[src/rtl/bip_pkg.sv]
// Shared types for the BIP execution sequencer: run/debug state encodings,
// the halt opcode and the command priority resolver.
package bip_pkg;

  typedef enum logic [2:0] {
    ST_IDLE  = 3'd0,
    ST_RUN   = 3'd1,
    ST_STEP  = 3'd2,
    ST_PAUSE = 3'd3,
    ST_HALT  = 3'd4
  } run_state_e;

  typedef enum logic [1:0] {
    D_IDLE = 2'd0,
    D_READ = 2'd1,
    D_ACK  = 2'd2
  } dbg_state_e;

  localparam logic [4:0] OP_HLT_CODE = 5'b00000;

  typedef struct packed {
    logic clear;
    logic start;
    logic step;
    logic pause;
  } cmd_t;

  // Keep only the highest-priority command: clear > start > step > pause.
  function automatic cmd_t prioritize(cmd_t raw);
    cmd_t res;
    res = 4'b0000;
    if (raw.clear) begin
      res.clear = 1'b1;
    end else if (raw.start) begin
      res.start = 1'b1;
    end else if (raw.step) begin
      res.step = 1'b1;
    end else if (raw.pause) begin
      res.pause = 1'b1;
    end else begin
      res = 4'b0000;
    end
    return res;
  endfunction

endpackage

[src/rtl/bip_run_ctrl_if.sv]
// Command, status and debug-read signals between the BIP sequencer and its
// surroundings; the sequencer takes the slave side.
interface bip_run_ctrl_if #(
  parameter int NB_OPCODE = 5,
  parameter int NB_ADDR   = 11,
  parameter int NB_DATA   = 16,
  parameter int NB_CYCLES = 16
);
  logic                 i_start;
  logic                 i_step;
  logic                 i_pause;
  logic                 i_clear;
  logic [NB_OPCODE-1:0] i_opcode;
  logic                 o_cpu_en;
  logic                 o_cpu_clr;
  logic [2:0]           o_state;
  logic [NB_CYCLES-1:0] o_cycles;
  logic                 i_dbg_req;
  logic [NB_ADDR-1:0]   i_dbg_addr;
  logic                 o_dbg_ack;
  logic [NB_DATA-1:0]   o_dbg_data;
  logic                 o_mem_sel;
  logic [NB_ADDR-1:0]   o_mem_addr;
  logic [NB_DATA-1:0]   i_mem_data;

  modport master (
    output i_start, i_step, i_pause, i_clear, i_opcode,
    output i_dbg_req, i_dbg_addr, i_mem_data,
    input  o_cpu_en, o_cpu_clr, o_state, o_cycles,
    input  o_dbg_ack, o_dbg_data, o_mem_sel, o_mem_addr
  );

  modport slave (
    input  i_start, i_step, i_pause, i_clear, i_opcode,
    input  i_dbg_req, i_dbg_addr, i_mem_data,
    output o_cpu_en, o_cpu_clr, o_state, o_cycles,
    output o_dbg_ack, o_dbg_data, o_mem_sel, o_mem_addr
  );

endinterface

[src/rtl/bip_dbg_port.sv]
// Debug read port: grants the data-memory read port to the debug requester
// for one cycle and returns the captured word with a one-cycle ack.
module bip_dbg_port
  import bip_pkg::*;
#(
  parameter int NB_ADDR = 11,
  parameter int NB_DATA = 16
) (
  input  logic               clk,
  input  logic               rst,
  input  logic               grant_ok,
  input  logic               req,
  input  logic [NB_ADDR-1:0] addr,
  input  logic [NB_DATA-1:0] mem_data,
  output logic               busy,
  output logic               acking,
  output logic               ack,
  output logic [NB_DATA-1:0] data,
  output logic               mem_sel,
  output logic [NB_ADDR-1:0] mem_addr
);

  dbg_state_e         dstate_r;
  dbg_state_e         dstate_next_s;
  logic               grant_s;
  logic               ack_r;
  logic [NB_DATA-1:0] data_r;
  logic [NB_ADDR-1:0] addr_r;

  assign grant_s = (dstate_r == D_IDLE) && req && grant_ok;

  // State register
  always_ff @(posedge clk or posedge rst) begin
    if (rst) begin
      dstate_r <= D_IDLE;
    end else begin
      dstate_r <= dstate_next_s;
    end
  end

  // Next-state logic
  always_comb begin
    dstate_next_s = D_IDLE;
    case (dstate_r)
      D_IDLE:  dstate_next_s = grant_s ? D_READ : D_IDLE;
      D_READ:  dstate_next_s = D_ACK;
      D_ACK:   dstate_next_s = D_IDLE;
      default: dstate_next_s = D_IDLE;
    endcase
  end

  // Address is held only for the D_READ cycle, so it drops back to zero with the grant.
  always_ff @(posedge clk or posedge rst) begin
    if (rst) begin
      addr_r <= {NB_ADDR{1'b0}};
      ack_r  <= 1'b0;
      data_r <= {NB_DATA{1'b0}};
    end else begin
      addr_r <= grant_s ? addr : {NB_ADDR{1'b0}};
      ack_r  <= (dstate_r == D_READ);
      if (dstate_r == D_READ) begin
        data_r <= mem_data;
      end else begin
        data_r <= data_r;
      end
    end
  end

  // Outputs decoded from the registered debug state
  always_comb begin
    mem_sel = 1'b0;
    busy    = 1'b1;
    acking  = 1'b0;
    case (dstate_r)
      D_IDLE:  busy    = 1'b0;
      D_READ:  mem_sel = 1'b1;
      D_ACK:   acking  = 1'b1;
      default: busy    = 1'b0;
    endcase
  end

  assign ack      = ack_r;
  assign data     = data_r;
  assign mem_addr = addr_r;

endmodule

[src/rtl/bip_run_ctrl.sv]
// BIP execution sequencer: run/step/pause/clear control, halt detection,
// executed-instruction counter and data-memory read-port arbitration.
module bip_run_ctrl
  import bip_pkg::*;
#(
  parameter int                   NB_OPCODE = 5,
  parameter int                   NB_ADDR   = 11,
  parameter int                   NB_DATA   = 16,
  parameter int                   NB_CYCLES = 16,
  parameter logic [NB_OPCODE-1:0] OP_HLT    = OP_HLT_CODE
) (
  input logic           i_clk,
  input logic           i_rst,
  bip_run_ctrl_if.slave bus
);

  run_state_e           state_r;
  run_state_e           next_state_s;
  logic                 pend_start_r;
  logic                 pend_step_r;
  logic [NB_CYCLES-1:0] cycles_r;
  logic                 dbg_busy_s;
  logic                 dbg_acking_s;
  logic                 grant_ok_s;
  logic                 is_hlt_s;
  logic                 cpu_en_s;
  logic                 cpu_clr_s;
  cmd_t                 raw_s;
  cmd_t                 cmd_s;

  assign is_hlt_s = (bus.i_opcode == OP_HLT);

  // Start/step are held off while a debug read owns the port and replayed on its ack cycle.
  always_comb begin
    raw_s.clear = bus.i_clear;
    raw_s.pause = bus.i_pause;
    if (dbg_acking_s) begin
      raw_s.start = bus.i_start | pend_start_r;
      raw_s.step  = bus.i_step | pend_step_r;
    end else if (dbg_busy_s) begin
      raw_s.start = 1'b0;
      raw_s.step  = 1'b0;
    end else begin
      raw_s.start = bus.i_start;
      raw_s.step  = bus.i_step;
    end
    cmd_s = prioritize(raw_s);
  end

  // Pending command bits
  always_ff @(posedge i_clk or posedge i_rst) begin
    if (i_rst) begin
      pend_start_r <= 1'b0;
      pend_step_r  <= 1'b0;
    end else if (bus.i_clear) begin
      pend_start_r <= 1'b0;
      pend_step_r  <= 1'b0;
    end else if (dbg_busy_s && !dbg_acking_s) begin
      pend_start_r <= pend_start_r | bus.i_start;
      pend_step_r  <= pend_step_r | bus.i_step;
    end else begin
      pend_start_r <= 1'b0;
      pend_step_r  <= 1'b0;
    end
  end

  // State register
  always_ff @(posedge i_clk or posedge i_rst) begin
    if (i_rst) begin
      state_r <= ST_IDLE;
    end else begin
      state_r <= next_state_s;
    end
  end

  // Next-state logic
  always_comb begin
    next_state_s = state_r;
    if (cmd_s.clear) begin
      next_state_s = ST_IDLE;
    end else begin
      case (state_r)
        ST_IDLE: begin
          if (cmd_s.start) begin
            next_state_s = ST_RUN;
          end else if (cmd_s.step) begin
            next_state_s = ST_STEP;
          end else begin
            next_state_s = ST_IDLE;
          end
        end
        ST_RUN: begin
          if (is_hlt_s) begin
            next_state_s = ST_HALT;
          end else if (cmd_s.pause) begin
            next_state_s = ST_PAUSE;
          end else begin
            next_state_s = ST_RUN;
          end
        end
        ST_STEP: next_state_s = is_hlt_s ? ST_HALT : ST_PAUSE;
        ST_PAUSE: begin
          if (cmd_s.start) begin
            next_state_s = ST_RUN;
          end else if (cmd_s.step) begin
            next_state_s = ST_STEP;
          end else begin
            next_state_s = ST_PAUSE;
          end
        end
        ST_HALT: next_state_s = ST_HALT;
        default: next_state_s = ST_IDLE;
      endcase
    end
  end

  // Output logic; debug grant also refused when this edge starts execution
  always_comb begin
    cpu_en_s   = 1'b0;
    cpu_clr_s  = 1'b0;
    grant_ok_s = 1'b0;
    case (state_r)
      ST_IDLE: begin
        cpu_clr_s  = 1'b1;
        grant_ok_s = 1'b1;
      end
      ST_RUN:   cpu_en_s   = !is_hlt_s;
      ST_STEP:  cpu_en_s   = !is_hlt_s;
      ST_PAUSE: grant_ok_s = 1'b1;
      ST_HALT:  grant_ok_s = 1'b1;
      default:  cpu_clr_s  = 1'b1;
    endcase
    if ((next_state_s == ST_RUN) || (next_state_s == ST_STEP)) begin
      grant_ok_s = 1'b0;
    end else begin
      grant_ok_s = grant_ok_s;
    end
  end

  // Executed-instruction counter, saturating, zeroed in IDLE and on clear
  always_ff @(posedge i_clk or posedge i_rst) begin
    if (i_rst) begin
      cycles_r <= {NB_CYCLES{1'b0}};
    end else if (bus.i_clear || (state_r == ST_IDLE)) begin
      cycles_r <= {NB_CYCLES{1'b0}};
    end else if (cpu_en_s && (cycles_r != {NB_CYCLES{1'b1}})) begin
      cycles_r <= cycles_r + {{(NB_CYCLES-1){1'b0}}, 1'b1};
    end else begin
      cycles_r <= cycles_r;
    end
  end

  bip_dbg_port #(
    .NB_ADDR (NB_ADDR),
    .NB_DATA (NB_DATA)
  ) u_dbg_port (
    .clk      (i_clk),
    .rst      (i_rst),
    .grant_ok (grant_ok_s),
    .req      (bus.i_dbg_req),
    .addr     (bus.i_dbg_addr),
    .mem_data (bus.i_mem_data),
    .busy     (dbg_busy_s),
    .acking   (dbg_acking_s),
    .ack      (bus.o_dbg_ack),
    .data     (bus.o_dbg_data),
    .mem_sel  (bus.o_mem_sel),
    .mem_addr (bus.o_mem_addr)
  );

  assign bus.o_cpu_en  = cpu_en_s;
  assign bus.o_cpu_clr = cpu_clr_s;
  assign bus.o_state   = state_r;
  assign bus.o_cycles  = cycles_r;

endmodule

[src/flat_wrapper.sv]
// flat-port wrapper written by rule: the top's interface ports become plain ports
module bip_run_ctrl_flat import bip_pkg::*;
#(
  parameter int                   NB_OPCODE = 5,
  parameter int                   NB_ADDR   = 11,
  parameter int                   NB_DATA   = 16,
  parameter int                   NB_CYCLES = 16,
  parameter logic [NB_OPCODE-1:0] OP_HLT    = OP_HLT_CODE
)
  (i_clk, i_rst, bus_i_start, bus_i_step, bus_i_pause, bus_i_clear, bus_i_opcode, bus_i_dbg_req, bus_i_dbg_addr, bus_i_mem_data, bus_o_cpu_en, bus_o_cpu_clr, bus_o_state, bus_o_cycles, bus_o_dbg_ack, bus_o_dbg_data, bus_o_mem_sel, bus_o_mem_addr);
  bip_run_ctrl_if #(.NB_OPCODE(NB_OPCODE), .NB_ADDR(NB_ADDR), .NB_DATA(NB_DATA), .NB_CYCLES(NB_CYCLES)) bus_i ();
  input logic i_clk;
  input logic i_rst;
  input wire logic [$bits(bus_i.i_start)-1:0] bus_i_start;
  input wire logic [$bits(bus_i.i_step)-1:0] bus_i_step;
  input wire logic [$bits(bus_i.i_pause)-1:0] bus_i_pause;
  input wire logic [$bits(bus_i.i_clear)-1:0] bus_i_clear;
  input wire logic [$bits(bus_i.i_opcode)-1:0] bus_i_opcode;
  input wire logic [$bits(bus_i.i_dbg_req)-1:0] bus_i_dbg_req;
  input wire logic [$bits(bus_i.i_dbg_addr)-1:0] bus_i_dbg_addr;
  input wire logic [$bits(bus_i.i_mem_data)-1:0] bus_i_mem_data;
  output wire logic [$bits(bus_i.o_cpu_en)-1:0] bus_o_cpu_en;
  output wire logic [$bits(bus_i.o_cpu_clr)-1:0] bus_o_cpu_clr;
  output wire logic [$bits(bus_i.o_state)-1:0] bus_o_state;
  output wire logic [$bits(bus_i.o_cycles)-1:0] bus_o_cycles;
  output wire logic [$bits(bus_i.o_dbg_ack)-1:0] bus_o_dbg_ack;
  output wire logic [$bits(bus_i.o_dbg_data)-1:0] bus_o_dbg_data;
  output wire logic [$bits(bus_i.o_mem_sel)-1:0] bus_o_mem_sel;
  output wire logic [$bits(bus_i.o_mem_addr)-1:0] bus_o_mem_addr;
  assign bus_i.i_start = bus_i_start;
  assign bus_i.i_step = bus_i_step;
  assign bus_i.i_pause = bus_i_pause;
  assign bus_i.i_clear = bus_i_clear;
  assign bus_i.i_opcode = bus_i_opcode;
  assign bus_i.i_dbg_req = bus_i_dbg_req;
  assign bus_i.i_dbg_addr = bus_i_dbg_addr;
  assign bus_i.i_mem_data = bus_i_mem_data;
  assign bus_o_cpu_en = bus_i.o_cpu_en;
  assign bus_o_cpu_clr = bus_i.o_cpu_clr;
  assign bus_o_state = bus_i.o_state;
  assign bus_o_cycles = bus_i.o_cycles;
  assign bus_o_dbg_ack = bus_i.o_dbg_ack;
  assign bus_o_dbg_data = bus_i.o_dbg_data;
  assign bus_o_mem_sel = bus_i.o_mem_sel;
  assign bus_o_mem_addr = bus_i.o_mem_addr;
  bip_run_ctrl #(.NB_OPCODE(NB_OPCODE), .NB_ADDR(NB_ADDR), .NB_DATA(NB_DATA), .NB_CYCLES(NB_CYCLES), .OP_HLT(OP_HLT)) u_core (.i_clk(i_clk), .i_rst(i_rst), .bus(bus_i));
endmodule
[config.mk]
export PLATFORM = sky130hd
export DESIGN_NAME = bip_run_ctrl_flat
export DESIGN_NICKNAME = d
export VERILOG_FILES = /design/src/rtl/bip_pkg.sv /design/src/rtl/bip_run_ctrl_if.sv /design/src/rtl/bip_dbg_port.sv /design/src/rtl/bip_run_ctrl.sv /design/src/flat_wrapper.sv
export SDC_FILE = /design/constraint.sdc
export NUM_CORES = 1
export LEC_CHECK = 0
export ABC_AREA = 1
export CORE_UTILIZATION = 47
export DETAILED_ROUTE_END_ITERATION = 7
export PLACE_DENSITY = 0.84
export SLEW_MARGIN = 20
export SYNTH_ARGS = -nofsm -noshare
export SYNTH_HDL_FRONTEND = slang
export SYNTH_SLANG_ARGS = --single-unit
[constraint.sdc]
create_clock -name i_clk -period 2.51 [get_ports i_clk]
set_input_delay 0.3765 -clock i_clk [delete_from_list [all_inputs] [get_ports i_clk]]
set_output_delay 0.3765 -clock i_clk [all_outputs]
set_load 0.01 [all_outputs]
# After elaboration in Yosys (flattened, before gate mapping)
# Index checks and enable logic that the tools add are counted.
# W data, S select, Z words.
dict set report op_classes {
  n_addsub 1
  eq_ne 9
  muxes 34
  bitwise_logic 2
  n_reduce_logical 16
}
# op count
set op_table {}
lappend op_table {{$mux W16} 2}
lappend op_table {{$mux W1} 18}
lappend op_table {{$mux W3} 6}
lappend op_table {{$add A16 B1 Y16 const B} 1}
lappend op_table {{$ne A16 B16 Y1 const B} 1}
lappend op_table {{$pmux W3 S5} 1}
lappend op_table {{$mux W11} 1}
lappend op_table {{$mux W2} 5}
lappend op_table {{$eq A3 B2 Y1 const B} 3}
lappend op_table {{$eq A3 B1 Y1 const B} 2}
lappend op_table {{$logic_not A5 Y1} 1}
lappend op_table {{$logic_and A1 B1 Y1} 4}
lappend op_table {{$pmux W2 S2} 1}
lappend op_table {{$reduce_or A2 Y1} 2}
lappend op_table {{$reduce_or A4 Y1} 1}
lappend op_table {{$eq A3 B3 Y1 const B} 1}
lappend op_table {{$logic_not A3 Y1} 1}
lappend op_table {{$reduce_or A3 Y1} 1}
lappend op_table {{$eq A2 B1 Y1 const B} 1}
lappend op_table {{$eq A2 B2 Y1 const B} 1}
lappend op_table {{$logic_not A1 Y1} 2}
lappend op_table {{$logic_not A2 Y1} 1}
lappend op_table {{$logic_or A1 B1 Y1} 2}
lappend op_table {{$or A1 B1 Y1} 2}
lappend op_table {{$reduce_bool A2 Y1} 1}
dict set report word_totals {
  reg_bits 51
  inputBits 39
  output_inout_bits 50
}

# Depth between registers and ports, before layout
# Gate-level depths: netlist of run 1.
dict set report depth {
  depth_word 18
  mapped_depth 14
}

# Modules after synthesis
# A second synthesis of run 1 with hierarchy kept.
dict set report hier_totals {
  cells_unflattened 321
  area_unflattened_um2 2518.7
}
# mod instances cells_each area_per_inst_um2
set modules_own_cells {}
lappend modules_own_cells {bip_run_ctrl 1 210 1427.6}
lappend modules_own_cells {bip_dbg_port 1 111 1091.0}

# Worst setup path after synthesis of run 1
# No wires, ideal clock.
dict set report synth_timing {
  path_type {reg-to-reg}
  start {register u_core.u_dbg_port.ack (netlist name)}
  end {register u_core.u_dbg_port.addr_r[1], in the netlist u_core.u_dbg_port.mem_addr[1]}
  arrival_time_ps 1674
  t_required_ps 2441
  path_slack_ps 767
  stages_incl_launch_ff 15
  n_path_buf 1
  period_less_slack_ps 1743
  cell_sequence {dfrtp_1 -> inv_1 -> ha_1 -> inv_1 -> nand2_1 -> nand2_1 -> nand2_1 -> nand3_1 -> nor2_1 -> nor2_1 -> nand2_1 -> nand3_1 -> nand3_2 -> buf_6 -> nor2_2}
}
# item line_no
set synth_rtl {}
lappend synth_rtl {{end signal, assigned} bip_dbg_port.sv:55} ;# addr_r <= {NB_ADDR{1'b0}};
lappend synth_rtl {{end signal, assigned} bip_dbg_port.sv:59} ;# addr_r <= grant_s ? addr : {NB_ADDR{1'b0}};
lappend synth_rtl {{end, declared} bip_dbg_port.sv:28} ;# logic [NB_ADDR-1:0] addr_r;

# Final worst setup path of run 1
dict set report layout_timing {
  start {input bus_i_opcode[2]}
  end {output bus_o_cpu_en}
}
dict set report layout_between {
  elab_chain_len 3
}
# item line_no
set layout_rtl {}
lappend layout_rtl {{start, declared} flat_wrapper.sv:18} ;# input wire logic [$bits(bus_i.i_opcode)-1:0] bus_i_opcode;
lappend layout_rtl {{$logic_not A5 Y1} bip_run_ctrl.sv:31} ;# assign is_hlt_s = (bus.i_opcode == OP_HLT);
lappend layout_rtl {{$logic_not A1 Y1} {bip_run_ctrl.sv:127, bip_run_ctrl.sv:128}}
lappend layout_rtl {{$mux W1} --}
lappend layout_rtl {{end, declared} flat_wrapper.sv:22} ;# output wire logic [$bits(bus_i.o_cpu_en)-1:0] bus_o_cpu_en;
# Every way passes these cells.

==> results.sh, run 1 <==
export IMPL_worstPathMaxFanout=3
export IMPL_cts_sinks=50
export IMPL_io_pins=89
export IMPL_gp_congestion=0.8498
export IMPL_clk_path_buf_depth=2
export IMPL_cp_required_ns=2.13
export IMPL_synth_commonest_cells="nand2_1 (54), dfrtp_1 (50), inv_1 (38), nor2_1 (36), mux2_2 (16)"
export IMPL_max_slew_margin=0.5864
export IMPL_synth_edf_count=0
export IMPL_antenna_found_initial=0
export IMPL_final_setup_skew_ns=0.01072
export IMPL_cts_repair_resized=0
export IMPL_end_kind="output port"
export IMPL_track_usage=0.2079
export IMPL_layout_drive_gt1_share=0.1425
export IMPL_post_cts_buffers=0
export IMPL_clk_latency_ns=0.29
export IMPL_clkTransAtPathRegs_ns=0.08
export IMPL_drt_wl_total_um=5287
export IMPL_status="finished, final reports clean"
export IMPL_setup_tns_ns=0
export IMPL_die_h_um=74.20
export IMPL_synth_seq_cells=50
export IMPL_cts_root_buf="clkbuf_8"
export IMPL_std_cell_rows=25
export IMPL_drtPass1Iterations=6
export IMPL_drv_cap=0
export IMPL_core_area_um2=4880
export IMPL_async_reset_ff_frac=1.000
export IMPL_post_route_util=0.7133
export IMPL_setup_viol=0
export IMPL_port_buffers=88
export IMPL_crit_top_cell="clkdlybuf4s50_1"
export IMPL_synthesis_nets=323
export IMPL_htreeDepth=2
export IMPL_power_w=0.002964
export IMPL_tightest_slew_ns=0.6204
export IMPL_path_class="in2out"
export IMPL_wl_per_cell_um=12.04
export IMPL_die_area_um2=5505
export IMPL_cp_top_family="buffers and inverters"
export IMPL_yosysTopAreaCell="dfrtp_1"
export IMPL_hpwl_um=4094
export IMPL_nets=416
export IMPL_cpMaxStageDelayCell="clkdlybuf4s50_1"
export IMPL_crit_arrival_ns=1.73
export IMPL_crit_chain="clkdlybuf4s50_1 > nor2_1 > nand3b_1 > nand2_2 > inv_2 > clkdlybuf4s50_1"
export IMPL_fillers=382
export IMPL_ys_seq_area_frac=0.5107
export IMPL_vias=2116
export IMPL_slew_violations=0
export IMPL_n_antenna_cell=0
export IMPL_first_global_vias=1975
export IMPL_drtIter0Drc=135
export IMPL_ys_types=25
export IMPL_p_leak_nw=1.602
export IMPL_ys_flop_type="dfrtp_1"
export IMPL_fp_dieW_um=74.20
export IMPL_synth_top_area_share=0.5107
export IMPL_yosysWarnings=0
export IMPL_min_period_ns=2.103
export IMPL_post_synth_top_count_cell="nand2_1"
export IMPL_hold_class="reg2reg"
export IMPL_syn_area_per_cell_um2=8.781
export IMPL_holdBufCountCts=0
export IMPL_area_delta_synth_final_pct=42.08
export IMPL_grt_overflow_total=0
export IMPL_cellPowerDensity_nw_per_um2=851.6
export IMPL_fmax_ghz=0.4754
export IMPL_drc_errors=0
export IMPL_synth_area_top_cells="dfrtp_1 (51%), nand2_1 (8.3%), mux2_2 (7.4%)"
export IMPL_grt_max_degree=51
export IMPL_ant_nets=0
export IMPL_cts_inserted_buffers=5
export IMPL_cp_start_kind="input pin"
export IMPL_ir_drop_v=0.0004806
export IMPL_finalCritPeriodShare=0.8380
export IMPL_grt_pass1_wl_um=8707
export IMPL_netlist_area_um2=2450
export IMPL_initial_core_util=0.5021
export IMPL_rsz0062_at_grt="no"
export IMPL_netlist_instances=279
export IMPL_vias_per_cell=4.820
export IMPL_hold_viol_final=0
export IMPL_path_buf_inv=3
export IMPL_cts_tree="done"
export IMPL_cp_slowest_stage_delay_ns=0.52
area by class of cell:
| cell class | instances | area, um2 | share of cell area |
|---|---|---|---|
| multi-input cells | 177 | 985.9 | 0.2832 |
| well taps | 67 | 83.83 | 0.02408 |
| flip-flops and latches | 50 | 1251 | 0.3595 |
| clock inverters | 1 | 7.507 | 0.002157 |
| clock buffers | 6 | 72.57 | 0.02085 |
| repair buffers | 91 | 903.4 | 0.2595 |
| inverters | 47 | 176.4 | 0.05068 |
through the flow:
| stage | worst slack (ns) | cell area (um2) | std cells | hold WS [ns] |
|---|---|---|---|---|
| after CTS | 0.3871 | 3481 | 439 | 0.5185 |
| after detailed placement | 0.3722 | 3401 | 432 | 0.4990 |
| final | 0.4066 | 3481 | 439 | 0.5146 |
| after floorplan | 0.7671 | 2450 | 279 | 0.4429 |
| after global routing | 0.2146 | 3481 | 439 | 0.5380 |
| after global placement | 0.4428 | 3401 | 432 | 0.4889 |
sequential cells by signal, indices dropped and copies added, names as in the netlist:
register,count
u_core.bus.o_state,3
u_core.pend_start_r,1
u_core.u_dbg_port.mem_addr,11
u_core.bus.o_cycles,16
u_core.u_dbg_port.dstate_r,1
u_core.u_dbg_port.data,16
u_core.pend_step_r,1
u_core.u_dbg_port.ack,1
cells in the final DEF, fill, tap and decap left out:
cell type,n
ha_1,5
nand3b_1,2
clkbuf_8,5
xnor2_1,1
nor2_1,36
nand4_1,3
nor2_2,13
nand2_2,2
nand3_1,15
o21ai_0,1
nor4_1,1
inv_2,10
clkinvlp_4,1
mux2_2,16
clkbuf_1,1
nor3_1,6
clkdlybuf4s50_1,88
nand3b_2,1
a31oi_4,1
a21oi_1,8
nand2_1,54
buf_4,3
dfrtp_1,50
inv_1,37
nand3_2,1
o21ai_1,7
xor2_1,4
report_power, final:
group	internal [W]	switching [W]
sequential	0.00102	0.000111
clock	0.000191	0.000244
combinational	0.000735	0.000660
total	0.00195	0.00102
final timing paths:
kind / start / to / slack (ns) / depth (start not counted)
worst max register to register: u_core.bus.o_cycles[0] / u_core.bus.o_cycles[9] / 0.44 / 10
max in group asynchronous: i_rst / u_core.bus.o_state[1] / 1.53 / 3
min in group asynchronous: i_rst / u_core.pend_start_r / 0.55 / 3
worst max-delay path: bus_i_opcode[2] / bus_o_cpu_en / 0.41 / 6
worst min register to register: u_core.u_dbg_port.data[1] / u_core.u_dbg_port.data[1] / 0.51 / 1
worst min-delay path: u_core.u_dbg_port.data[1] / u_core.u_dbg_port.data[1] / 0.51 / 1
worst reg2reg max path: cells and delay by family (launching register included):
family | cells | cell delay [ns]
buf+inv | 1 | 0.10
fa+ha+maj | 1 | 0.20
flops | 1 | 0.45
compound gates | 1 | 0.23
simple gates | 7 | 1.00
per-layer routing:
| metal | part of all wire | track usage | vias to the layer above | wire [um] |
|---|---|---|---|---|
| met1 | 0.42 | 0.2587 | 975 | 2205 |
| li1 | - | - | 1056 | - |
| met4 | 0.012 | 0.05128 | 0 | 66 |
| met2 | 0.48 | 0.3424 | 79 | 2526 |
| met5 | 0 | 0 | - | 0 |
| met3 | 0.092 | 0.07859 | 6 | 488 |
cell families (layout without fill, tap and decap cells):
family / Yosys count / count (layout) / share of synthesized area
compound gates: 17 / 17 / 0.04137
xor+xnor: 5 / 5 / 0.01787
fa+ha+maj: 5 / 5 / 0.02554
buf+inv: 52 / 145 / 0.08682
flops: 50 / 50 / 0.5107
mux: 16 / 16 / 0.07354
simple gates: 134 / 134 / 0.2441
(Power assumes the default switching activity.)
==> run 2, diff against run 1 <==
--- a/config.mk
+++ b/config.mk
@@ -6,9 +6,9 @@
 export NUM_CORES = 1
 export LEC_CHECK = 0
 export ABC_AREA = 1
-export CORE_UTILIZATION = 47
+export CORE_UTILIZATION = 45
 export DETAILED_ROUTE_END_ITERATION = 7
-export PLACE_DENSITY = 0.84
+export PLACE_DENSITY = 0.81
 export SLEW_MARGIN = 20
 export SYNTH_ARGS = -nofsm -noshare
 export SYNTH_HDL_FRONTEND = slang
==> constraint.sdc (replaced) <==
create_clock -name i_clk -period 2.02 [get_ports i_clk]
set_input_delay 0.303 -clock i_clk [delete_from_list [all_inputs] [get_ports i_clk]]
set_output_delay 0.303 -clock i_clk [all_outputs]
set_load 0.01 [all_outputs]
==> results.sh, run 2 (synthesized netlist as in run 1, its figures left out) <==
export IMPL_status="finished, final reports clean"
export IMPL_drtIter0Drc=117
export IMPL_hold_class="in2async"
export IMPL_holdBufCountCts=0
export IMPL_die_h_um=75.79
export IMPL_ant_nets=0
export IMPL_final_cell_mix="clkdlybuf4s50_1 (86), nand2_1 (54), dfrtp_1 (50), nor2_1 (35), inv_1 (34)"
export IMPL_cp_startpoint="u_core.u_dbg_port.ack"
export IMPL_max_slew_margin=0.7582
export IMPL_setup_viol=0
export IMPL_die_area_um2=5743
export IMPL_worst_path_stages=12
export IMPL_grt_overflow_total=0
export IMPL_hold_viol_final=0
export IMPL_setup_ws_ns=0.1208
export IMPL_clkTransAtPathRegs_ns=0.10
export IMPL_cpMaxStageDelayCell="dfrtp_1"
export IMPL_layout_commonest_cell="clkdlybuf4s50_1"
export IMPL_ff2ff_path_depth=12
export IMPL_cts_inserted_buffers=5
export IMPL_clk_latency_ns=0.30
export IMPL_area_delta_synth_final_pct=50.71
export IMPL_antenna_found_initial=0
export IMPL_min_period_ns=1.899
export IMPL_hpwl_um=4531
export IMPL_cts_tree="done"
export IMPL_std_cell_rows=26
export IMPL_cp_required_ns=2.22
export IMPL_end_kind="flop"
export IMPL_ir_drop_v=0.0007691
export IMPL_drt_wl_total_um=6160
export IMPL_cts_sinks=50
export IMPL_drtPass1Iterations=4
export IMPL_ff2ff_setup_slack_ns=0.12
export IMPL_port_buffers=88
export IMPL_cts_root_buf="clkbuf_8"
export IMPL_slew_violations=0
export IMPL_crit_arrival_ns=2.10
export IMPL_gp_congestion=0.8337
export IMPL_final_setup_skew_ns=0.009319
export IMPL_path_class="reg2reg"
export IMPL_place_ws_ns=-0.04728
export IMPL_n_antenna_cell=0
export IMPL_r2r_end="u_core.u_dbg_port.mem_addr[0]"
export IMPL_first_global_vias=2079
export IMPL_dp_cells=443
export IMPL_path_buf_inv=2
export IMPL_rr_startpoint="u_core.u_dbg_port.ack"
export IMPL_cp_top_family="simple AND/OR/NAND/NOR gates"
export IMPL_nets=429
export IMPL_wl_per_cell_um=13.51
export IMPL_clk_path_buf_depth=2
export IMPL_drc_errors=0
export IMPL_drv_cap=0
export IMPL_core_area_um2=5172
export IMPL_finalCritPeriodShare=0.9402
export IMPL_cellPowerDensity_nw_per_um2=1113
export IMPL_initial_core_util=0.4736
export IMPL_cp_start_kind="flop"
export IMPL_grt_max_degree=51
export IMPL_cp_slowest_stage_delay_ns=0.42
export IMPL_endpoint="u_core.u_dbg_port.mem_addr[0]"
export IMPL_vias_per_cell=4.831
export IMPL_fillers=387
export IMPL_crit_chain="buf_4 > ha_1 > inv_1 > nand2_1 > nand2_1 > nand3_2 > nor2_1 > nor2_1 > nand2_1 > nand3_2 > nand3_4 > nor2_1"
export IMPL_layout_drive_gt1_share=0.1943
export IMPL_fp_dieW_um=75.79
export IMPL_tightest_slew_ns=0.3594
export IMPL_final_cells=456
export IMPL_grt_pass1_wl_um=9411
export IMPL_io_pins=89
export IMPL_worstPathMaxFanout=6
export IMPL_htreeDepth=2
export IMPL_vias=2203
export IMPL_fmax_ghz=0.5265
export IMPL_track_usage=0.2214
export IMPL_p_leak_nw=1.710
[run 2: final cells by class]
class,instances,area (um2),area share
repair buffers,103,1020,0.2762
well taps,70,87.58,0.02372
clock buffers,6,82.58,0.02237
flip-flops and latches,50,1251,0.3389
clock inverters,2,38.79,0.01050
multi-input cells,178,1036,0.2806
inverters,47,176.4,0.04778
[run 2: layer usage]
| metal | vias to the layer above | share of wire | track usage |
|---|---|---|---|
| met4 | 0 | 0.015 | 0.07613 |
| met3 | 8 | 0.068 | 0.05026 |
| li1 | 1080 | - | - |
| met5 | - | 0 | 0 |
| met2 | 77 | 0.50 | 0.3727 |
| met1 | 1038 | 0.42 | 0.2806 |
[run 2: report_power, final]
| group | total, W | switching (W) | internal [W] |
|---|---|---|---|
| combinational | 0.00197 | 0.000937 | 0.00103 |
| clock | 0.000747 | 0.000339 | 0.000408 |
| sequential | 0.00140 | 0.000129 | 0.00127 |
| total | 0.00411 | 0.00140 | 0.00271 |
[run 2: worst min-delay path by stage]
stage                          startpoint                            end  slack [ns]  depth (start not counted)
6_report                            i_rst  u_core.u_dbg_port.mem_addr[9]        0.35                          3
5_1_grt                             i_rst  u_core.u_dbg_port.mem_addr[8]        0.39                          3
4_1_cts                             i_rst  u_core.u_dbg_port.mem_addr[9]        0.36                          3
3_5_place_dp   u_core.u_dbg_port.data[15]     u_core.u_dbg_port.data[15]        0.49                          1
3_3_place_gp   u_core.u_dbg_port.data[15]     u_core.u_dbg_port.data[15]        0.49                          1
2_1_floorplan                 bus_i_clear          u_core.bus.o_state[0]        0.37                          1
[run 2: metrics by stage]
step                      hold WS [ns]  power [W]  instance area, um2  setup TNS, ns  utilization
after global routing            0.3939   0.004355                3692       -0.06158       0.7138
after detailed placement        0.4946   0.003278                3490        -0.2637       0.6746
final                           0.3530   0.004111                3692              0       0.7138
after CTS                       0.3581   0.004059                3640              0       0.7037
after global placement          0.4889   0.003223                3490              0       0.6746
after floorplan                 0.3694   0.002368                2450              0            -
[run 2: worst register-to-register path: stages, from the launching register on]
cell and delay (ns):
dfrtp_1 0.42, buf_4 0.14, ha_1 0.22, inv_1 0.09, nand2_1 0.07, nand2_1 0.10
nand3_2 0.10, nor2_1 0.09, nor2_1 0.06, nand2_1 0.10, nand3_2 0.16, nand3_4 0.19
nor2_1 0.06
[run 2: what timing repair did]
item | in CTS | in global routing
cloned | 0 | 1
hold endpoints to repair | 0 | 0
buffers inserted | 3 | 1
resized for setup | 2 | 9
pin swaps | 0 | 3
endpoints found under the setup margin | 13 | 13
